`config.mk`:
```
export PLATFORM = sky130hd
export DESIGN_NAME = inference_sequencer
export DESIGN_NICKNAME = d
export VERILOG_FILES = /design/src/rtl/mnv3_seq_pkg.sv /design/src/rtl/coord_tag_counter.sv /design/src/rtl/inference_sequencer.sv
export SDC_FILE = /design/constraint.sdc
export NUM_CORES = 1
export LEC_CHECK = 0
export CELL_PAD_IN_SITES_DETAIL_PLACEMENT = 2
export CELL_PAD_IN_SITES_GLOBAL_PLACEMENT = 2
export CORE_MARGIN = 2
export CORE_UTILIZATION = 34
export DETAILED_ROUTE_END_ITERATION = 12
export PLACE_DENSITY = 0.95
export SETUP_SLACK_MARGIN = 0.1
export SLEW_MARGIN = 40
export SYNTH_ARGS = -nofsm -noshare
export SYNTH_HDL_FRONTEND = slang
export SYNTH_SLANG_ARGS = --single-unit
export TNS_END_PERCENT = 1
```
`constraint.sdc`:
```
create_clock -name clk -period 5.9 [get_ports clk]
set_input_delay 1.18 -clock clk [delete_from_list [all_inputs] [get_ports clk]]
set_output_delay 1.18 -clock clk [all_outputs]
set_load 0.005 [all_outputs]
```
`src/rtl/mnv3_seq_pkg.sv`:
```
// Shared types and per-frame constants for the inference sequencer.
package mnv3_seq_pkg;

  typedef enum logic [2:0] {
    ST_IDLE,
    ST_STREAM,
    ST_DRAIN,
    ST_BACKEND,
    ST_DONE,
    ST_ERROR
  } seq_state_e;

  localparam int DEF_IMG_SIZE  = 224;
  localparam int DEF_FMAP_SIZE = 112;
  localparam int DEF_CHANNELS  = 16;

  function automatic logic [31:0] pixel_target(input int img_size);
    return 32'(img_size * img_size);
  endfunction

  function automatic logic [31:0] beat_target(input int channels, input int fmap_size);
    return 32'(channels * fmap_size * fmap_size);
  endfunction

endpackage

```
`src/rtl/coord_tag_counter.sv`:
```
// Channel/col/row cascade counter that tags each first-layer output beat.
module coord_tag_counter #(
  parameter int CHANNELS  = 16,
  parameter int FMAP_SIZE = 112
) (
  input  logic       clk,
  input  logic       rst_n,
  input  logic       clear_i,
  input  logic       advance_i,
  output logic [7:0] channel_o,
  output logic [7:0] row_o,
  output logic [7:0] col_o
);

  localparam logic [7:0] CH_LAST = 8'(CHANNELS - 1);
  localparam logic [7:0] FM_LAST = 8'(FMAP_SIZE - 1);

  logic [7:0] ch_q, row_q, col_q;

  // Channel runs fastest, then column, then row; the whole cascade wraps to zero.
  always_ff @(posedge clk or negedge rst_n) begin
    if (!rst_n) begin
      ch_q  <= '0;
      row_q <= '0;
      col_q <= '0;
    end else if (clear_i) begin
      ch_q  <= '0;
      row_q <= '0;
      col_q <= '0;
    end else if (advance_i) begin
      if (ch_q == CH_LAST) begin
        ch_q <= '0;
        if (col_q == FM_LAST) begin
          col_q <= '0;
          row_q <= (row_q == FM_LAST) ? 8'd0 : row_q + 8'd1;
        end else begin
          col_q <= col_q + 8'd1;
        end
      end else begin
        ch_q <= ch_q + 8'd1;
      end
    end
  end

  assign channel_o = ch_q;
  assign row_o     = row_q;
  assign col_o     = col_q;

endmodule

```
`src/rtl/inference_sequencer.sv`:
```
// Frame sequencer: pixel stream -> first layer drain -> final layer -> done.
// Optional stall watchdog enabled by defining SEQ_WATCHDOG_EN.
module inference_sequencer
  import mnv3_seq_pkg::*;
#(
  parameter int DATA_WIDTH     = 16,
  parameter int IMG_SIZE       = DEF_IMG_SIZE,
  parameter int FMAP_SIZE      = DEF_FMAP_SIZE,
  parameter int CHANNELS       = DEF_CHANNELS,
  parameter int TIMEOUT_CYCLES = 1000000
) (
  input  logic        clk,
  input  logic        rst_n,
  input  logic        start,
  input  logic        pixel_valid,
  output logic        pixel_ready,
  output logic        first_en,
  input  logic        first_valid,
  input  logic        first_done,
  output logic [7:0]  tag_channel,
  output logic [7:0]  tag_row,
  output logic [7:0]  tag_col,
  output logic        final_en,
  input  logic        final_valid,
  output logic        busy,
  output logic        done,
  output logic        error,
  output logic [31:0] pixel_count,
  output logic [31:0] beat_count
);

  localparam logic [31:0] PIX_TGT  = pixel_target(IMG_SIZE);
  localparam logic [31:0] BEAT_TGT = beat_target(CHANNELS, FMAP_SIZE);

  // Tags are 8 bits wide, which bounds the feature-map geometry.
  if (DATA_WIDTH < 1 || TIMEOUT_CYCLES < 1) begin : g_bad_cfg
    $error("DATA_WIDTH and TIMEOUT_CYCLES must be positive");
  end
  if (CHANNELS < 1 || CHANNELS > 256 || FMAP_SIZE < 1 || FMAP_SIZE > 256) begin : g_bad_geom
    $error("CHANNELS and FMAP_SIZE must be within 1..256");
  end

  seq_state_e  state_q, state_d, state_base;
  logic [31:0] pix_cnt_q, pix_cnt_d;
  logic [31:0] beat_cnt_q, beat_cnt_d;
  logic        pixel_ready_q, final_en_q, busy_q, done_q, error_q;
  logic        in_stream, in_drain, pix_acc, beat_acc, frame_start, wd_expired;

  assign in_stream   = (state_q == ST_STREAM);
  assign in_drain    = (state_q == ST_DRAIN);
  assign pix_acc     = in_stream & pixel_valid;
  assign beat_acc    = (in_stream | in_drain) & first_valid;
  assign frame_start = start & ((state_q == ST_IDLE) | (state_q == ST_ERROR));

  always_comb begin
    state_base = state_q;
    pix_cnt_d  = pix_cnt_q + {31'd0, pix_acc};
    beat_cnt_d = beat_cnt_q + {31'd0, beat_acc};
    if (frame_start) begin
      pix_cnt_d  = '0;
      beat_cnt_d = '0;
    end
    case (state_q)
      ST_IDLE, ST_ERROR: if (start) state_base = ST_STREAM;
      ST_STREAM:  if (pix_acc && pix_cnt_d == PIX_TGT) state_base = ST_DRAIN;
      // The beat arriving this very cycle counts toward the drain target.
      ST_DRAIN:   if (first_done && beat_cnt_d == BEAT_TGT) state_base = ST_BACKEND;
      ST_BACKEND: if (final_valid) state_base = ST_DONE;
      ST_DONE:    state_base = ST_IDLE;
      default:    state_base = ST_IDLE;
    endcase
    state_d = wd_expired ? ST_ERROR : state_base;
  end

`ifdef SEQ_WATCHDOG_EN
  logic [31:0] wd_q;
  logic        wd_active, wd_kick;

  assign wd_active  = in_stream | in_drain | (state_q == ST_BACKEND);
  assign wd_kick    = first_valid | pix_acc | (state_base != state_q);
  assign wd_expired = wd_active & ~wd_kick & (wd_q >= 32'(TIMEOUT_CYCLES - 1));

  always_ff @(posedge clk or negedge rst_n) begin
    if (!rst_n) begin
      wd_q <= '0;
    end else if (!wd_active || wd_kick) begin
      wd_q <= '0;
    end else begin
      wd_q <= wd_q + 32'd1;
    end
  end
`else
  assign wd_expired = 1'b0;
`endif

  // Status outputs are decoded from the next state so they line up with state_q.
  always_ff @(posedge clk or negedge rst_n) begin
    if (!rst_n) begin
      state_q       <= ST_IDLE;
      pix_cnt_q     <= '0;
      beat_cnt_q    <= '0;
      pixel_ready_q <= 1'b0;
      final_en_q    <= 1'b0;
      busy_q        <= 1'b0;
      done_q        <= 1'b0;
      error_q       <= 1'b0;
    end else begin
      state_q       <= state_d;
      pix_cnt_q     <= pix_cnt_d;
      beat_cnt_q    <= beat_cnt_d;
      pixel_ready_q <= (state_d == ST_STREAM);
      final_en_q    <= (state_d == ST_BACKEND);
      busy_q        <= (state_d == ST_STREAM) | (state_d == ST_DRAIN) | (state_d == ST_BACKEND);
      done_q        <= (state_d == ST_DONE);
      error_q       <= (state_d == ST_ERROR);
    end
  end

  coord_tag_counter #(
    .CHANNELS  (CHANNELS),
    .FMAP_SIZE (FMAP_SIZE)
  ) u_tags (
    .clk       (clk),
    .rst_n     (rst_n),
    .clear_i   (frame_start),
    .advance_i (beat_acc),
    .channel_o (tag_channel),
    .row_o     (tag_row),
    .col_o     (tag_col)
  );

  assign first_en    = pix_acc | in_drain;
  assign pixel_ready = pixel_ready_q;
  assign final_en    = final_en_q;
  assign busy        = busy_q;
  assign done        = done_q;
  assign error       = error_q;
  assign pixel_count = pix_cnt_q;
  assign beat_count  = beat_cnt_q;

endmodule

```
==> reports/summary.txt <==
FF-to-FF path depth = 13
Worst-path clk slew = 0.08 ns
Pwr Density = 267 mW/mm^2
Die Wd = 131 um
Synthesized flop and latch total = 96
Avg Synthesized Cell Area = 8.87 um^2
Max-cap viol count = 0
RSZ-0062 raised after global routing = false
Crit path time final = 4.84 ns
Gr usage total = 24.2%
Final hold slack = 0.550 ns
Area delta synth->final = 27.0%
Setup TNS = 0 ns
Crit path max fanout = 11
CORE AREA = 0.0158 mm^2
Initial antenna violation count = 0
Top cells by area, synth = dfrtp_1, xnor2_1, nor2_1
Synth Instances = 615
DR vias = 5,197
Number of synthesized flops with an enable pin = 0
# Post-CTS Setup Buffers = 0
Post-synth top area cell = dfrtp_1
Nets@finish = 717
Synth unique cells = 52
Mapped cell area = 0.00546 mm^2
Syn nets = 631
Hold path endpoint = u_tags.row_o[6]$_DFFE_PN0P_
Max IR drop VDD = 0.000162 V
Clock H-tree levels = 3
Crit path launch type = input port
Slew @ Worst Pin = 0.799 ns
Synth Warn # = 0
PostCTS Resize Cnt = 0
Final Hold Fails = 0
Initial Utilization = 34.6%
Final setup viols = 0
Hold_buf cts = 0
Hold Path Class = reg -> reg
Req. time, crit path = 6.13 ns
Post-synth top flop = dfrtp_1
Reg2Reg Setup Slack = 1.56 ns
DIE AREA = 0.0171 mm^2
DP Wirelength = 14,000 um
Asr flop ratio synth = 100%
WHS Path Cells = 1
Drt total wl = 20,000 um
DR DRC count = 0
Total CTS buffers = 9
Clk root buf = clkbuf_16
Upper clock frequency limit = 207 MHz
Largest net degree at the start of global routing = 69
Number of global-route vias before repair = 5,844
Global placer's final weighted congestion = 0.864
CTS tree = done
Top-level I/O count = 101
Worst slack at placement = 0.883 ns
Vias per cell = 5.64
Clock sinks = 96
Remaining antenna violation count = 0
Worst Clk Skew = 0.0107 ns
Yosys top cell area share = 44.0%
Layout cells sized above 1 = 3.97%
Chip Height = 131 um
Antenna cells = 0
Worst reg2reg startpoint = state_q[0]$_DFF_PN0_
Slew Limit Fails = 0
Crit path capture type = flop
Port Buffers = 100
Synth top cells by count = dfrtp_1, nor2_1, nand2_1, nand3_1, o21ai_0
Crit Reg-Reg Endpoint = state_q[0]$_DFF_PN0_
Rows = 46
DR WL/cell = 21.6 um
Grt ovf = 0
CTS max path bufs = 2
Clk_lat worst skew = 0.36 ns
Hold wc startpoint = u_tags.row_o[6]$_DFFE_PN0P_
Critical path arrival = 5.07 ns
Run status = finished clean
WS Path Type = in -> reg
First-pass GRT wire length = 32,000 um
Period utilization = 82.0%
Initial drt markers = 174
Router iterations before antenna repair = 5
Sequential share of the synthesized area = 44.0%
Static Leak = 2.81 nW
Headroom to the max-slew limit = 46.3%
Most frequent cell after synthesis = dfrtp_1
Worst setup margin = 1.06 ns
[routing by layer]
metal,wire (um),track usage (%),part of all wire (%),up-vias
met3,820,4.03,4.1,46
met1,8140,28.5,41,2662
met2,10500,43.8,53,122
met5,0,0,0,-
met4,512,9.45,2.6,0
li1,-,-,-,2367
[sequential cells by signal, summed over array words and instances (netlist names)]
name              cells
beat_count           32
pixel_count          32
u_tags.channel_o      8
u_tags.col_o          8
u_tags.row_o          8
state_q               3
busy                  1
done                  1
error                 1
final_en              1
pixel_ready           1
[critical path: stages]
cell and delay (ns):
clkdlybuf4s50_1 0.46, nor2b_1 0.19, nand2_1 0.13, inv_1 0.13, ha_1 0.20, ha_1 0.26
and4_1 0.38, nand3_1 0.38, nor3_1 0.34, o221ai_1 0.17, nor4b_1 0.50, nand4_1 0.25
o21ai_0 0.33, o211ai_2 0.15
[metrics by stage]
step | cells | util, % | total power, W | instance area [um^2]
2_1_floorplan | 615 | - | 0.00103 | 5460
3_3_place_gp | 906 | 42.1 | 0.00125 | 6640
3_5_place_dp | 906 | 42.1 | 0.00129 | 6650
4_1_cts | 922 | 43.8 | 0.00187 | 6910
5_1_grt | 922 | 43.9 | 0.00195 | 6930
6_report | 922 | 43.9 | 0.00185 | 6930
[cells in the final DEF (no fill, tap or decap), drive strengths merged, types with 11 or more instances in the layout]
cell type and instances:
and3 22, nand2 57, nor3 20, clkdlybuf4s50 99, xor2 25, dfrtp 96
clkbuf 13, o21ai 39, a21oi 21, and2 15, nand3 40, nand4 18
nor2 74, xnor2 33, or3 11
[layout make-up]
cell class	instances	area, um^2
clock buffer	13	250
multi-input combinational	484	2940
fill	1747	8840
inverter	7	26.3
timing repair buffer	103	1020
tap	216	270
clock inverter	3	17.5
sequential	96	2400
[cells by family (layout without fill, tap and decap cells)]
| group | count (synthesis) | in the layout | share of synthesized area [%] |
|---|---|---|---|
| fa+ha+maj | 10 | 10 | 2.25 |
| buf+inv | 35 | 126 | 2.52 |
| xor+xnor | 58 | 58 | 9.31 |
| mux | 5 | 5 | 0.917 |
| compound gates | 96 | 96 | 10.8 |
| flops | 96 | 96 | 44.0 |
| simple gates | 315 | 315 | 30.2 |
[where the power goes]
| group | switching, W | internal [W] |
|---|---|---|
| logic | 0.000202 | 0.000225 |
| registers | 0.000130 | 0.000727 |
| clock network | 0.000269 | 0.000297 |
| total | 0.000600 | 0.00125 |
[worst max-delay path by stage]
stage | startpoint | to | cells past startpoint
after floorplan | first_valid | state_q[0]$_DFF_PN0_ | 13
after global placement | first_valid | state_q[0]$_DFF_PN0_ | 12
after detailed placement | first_valid | state_q[0]$_DFF_PN0_ | 12
after CTS | pixel_valid | state_q[0]$_DFF_PN0_ | 14
after global routing | pixel_valid | state_q[0]$_DFF_PN0_ | 14
final | pixel_valid | state_q[0]$_DFF_PN0_ | 14
Note: power is estimated with default switching activity, not from simulation.
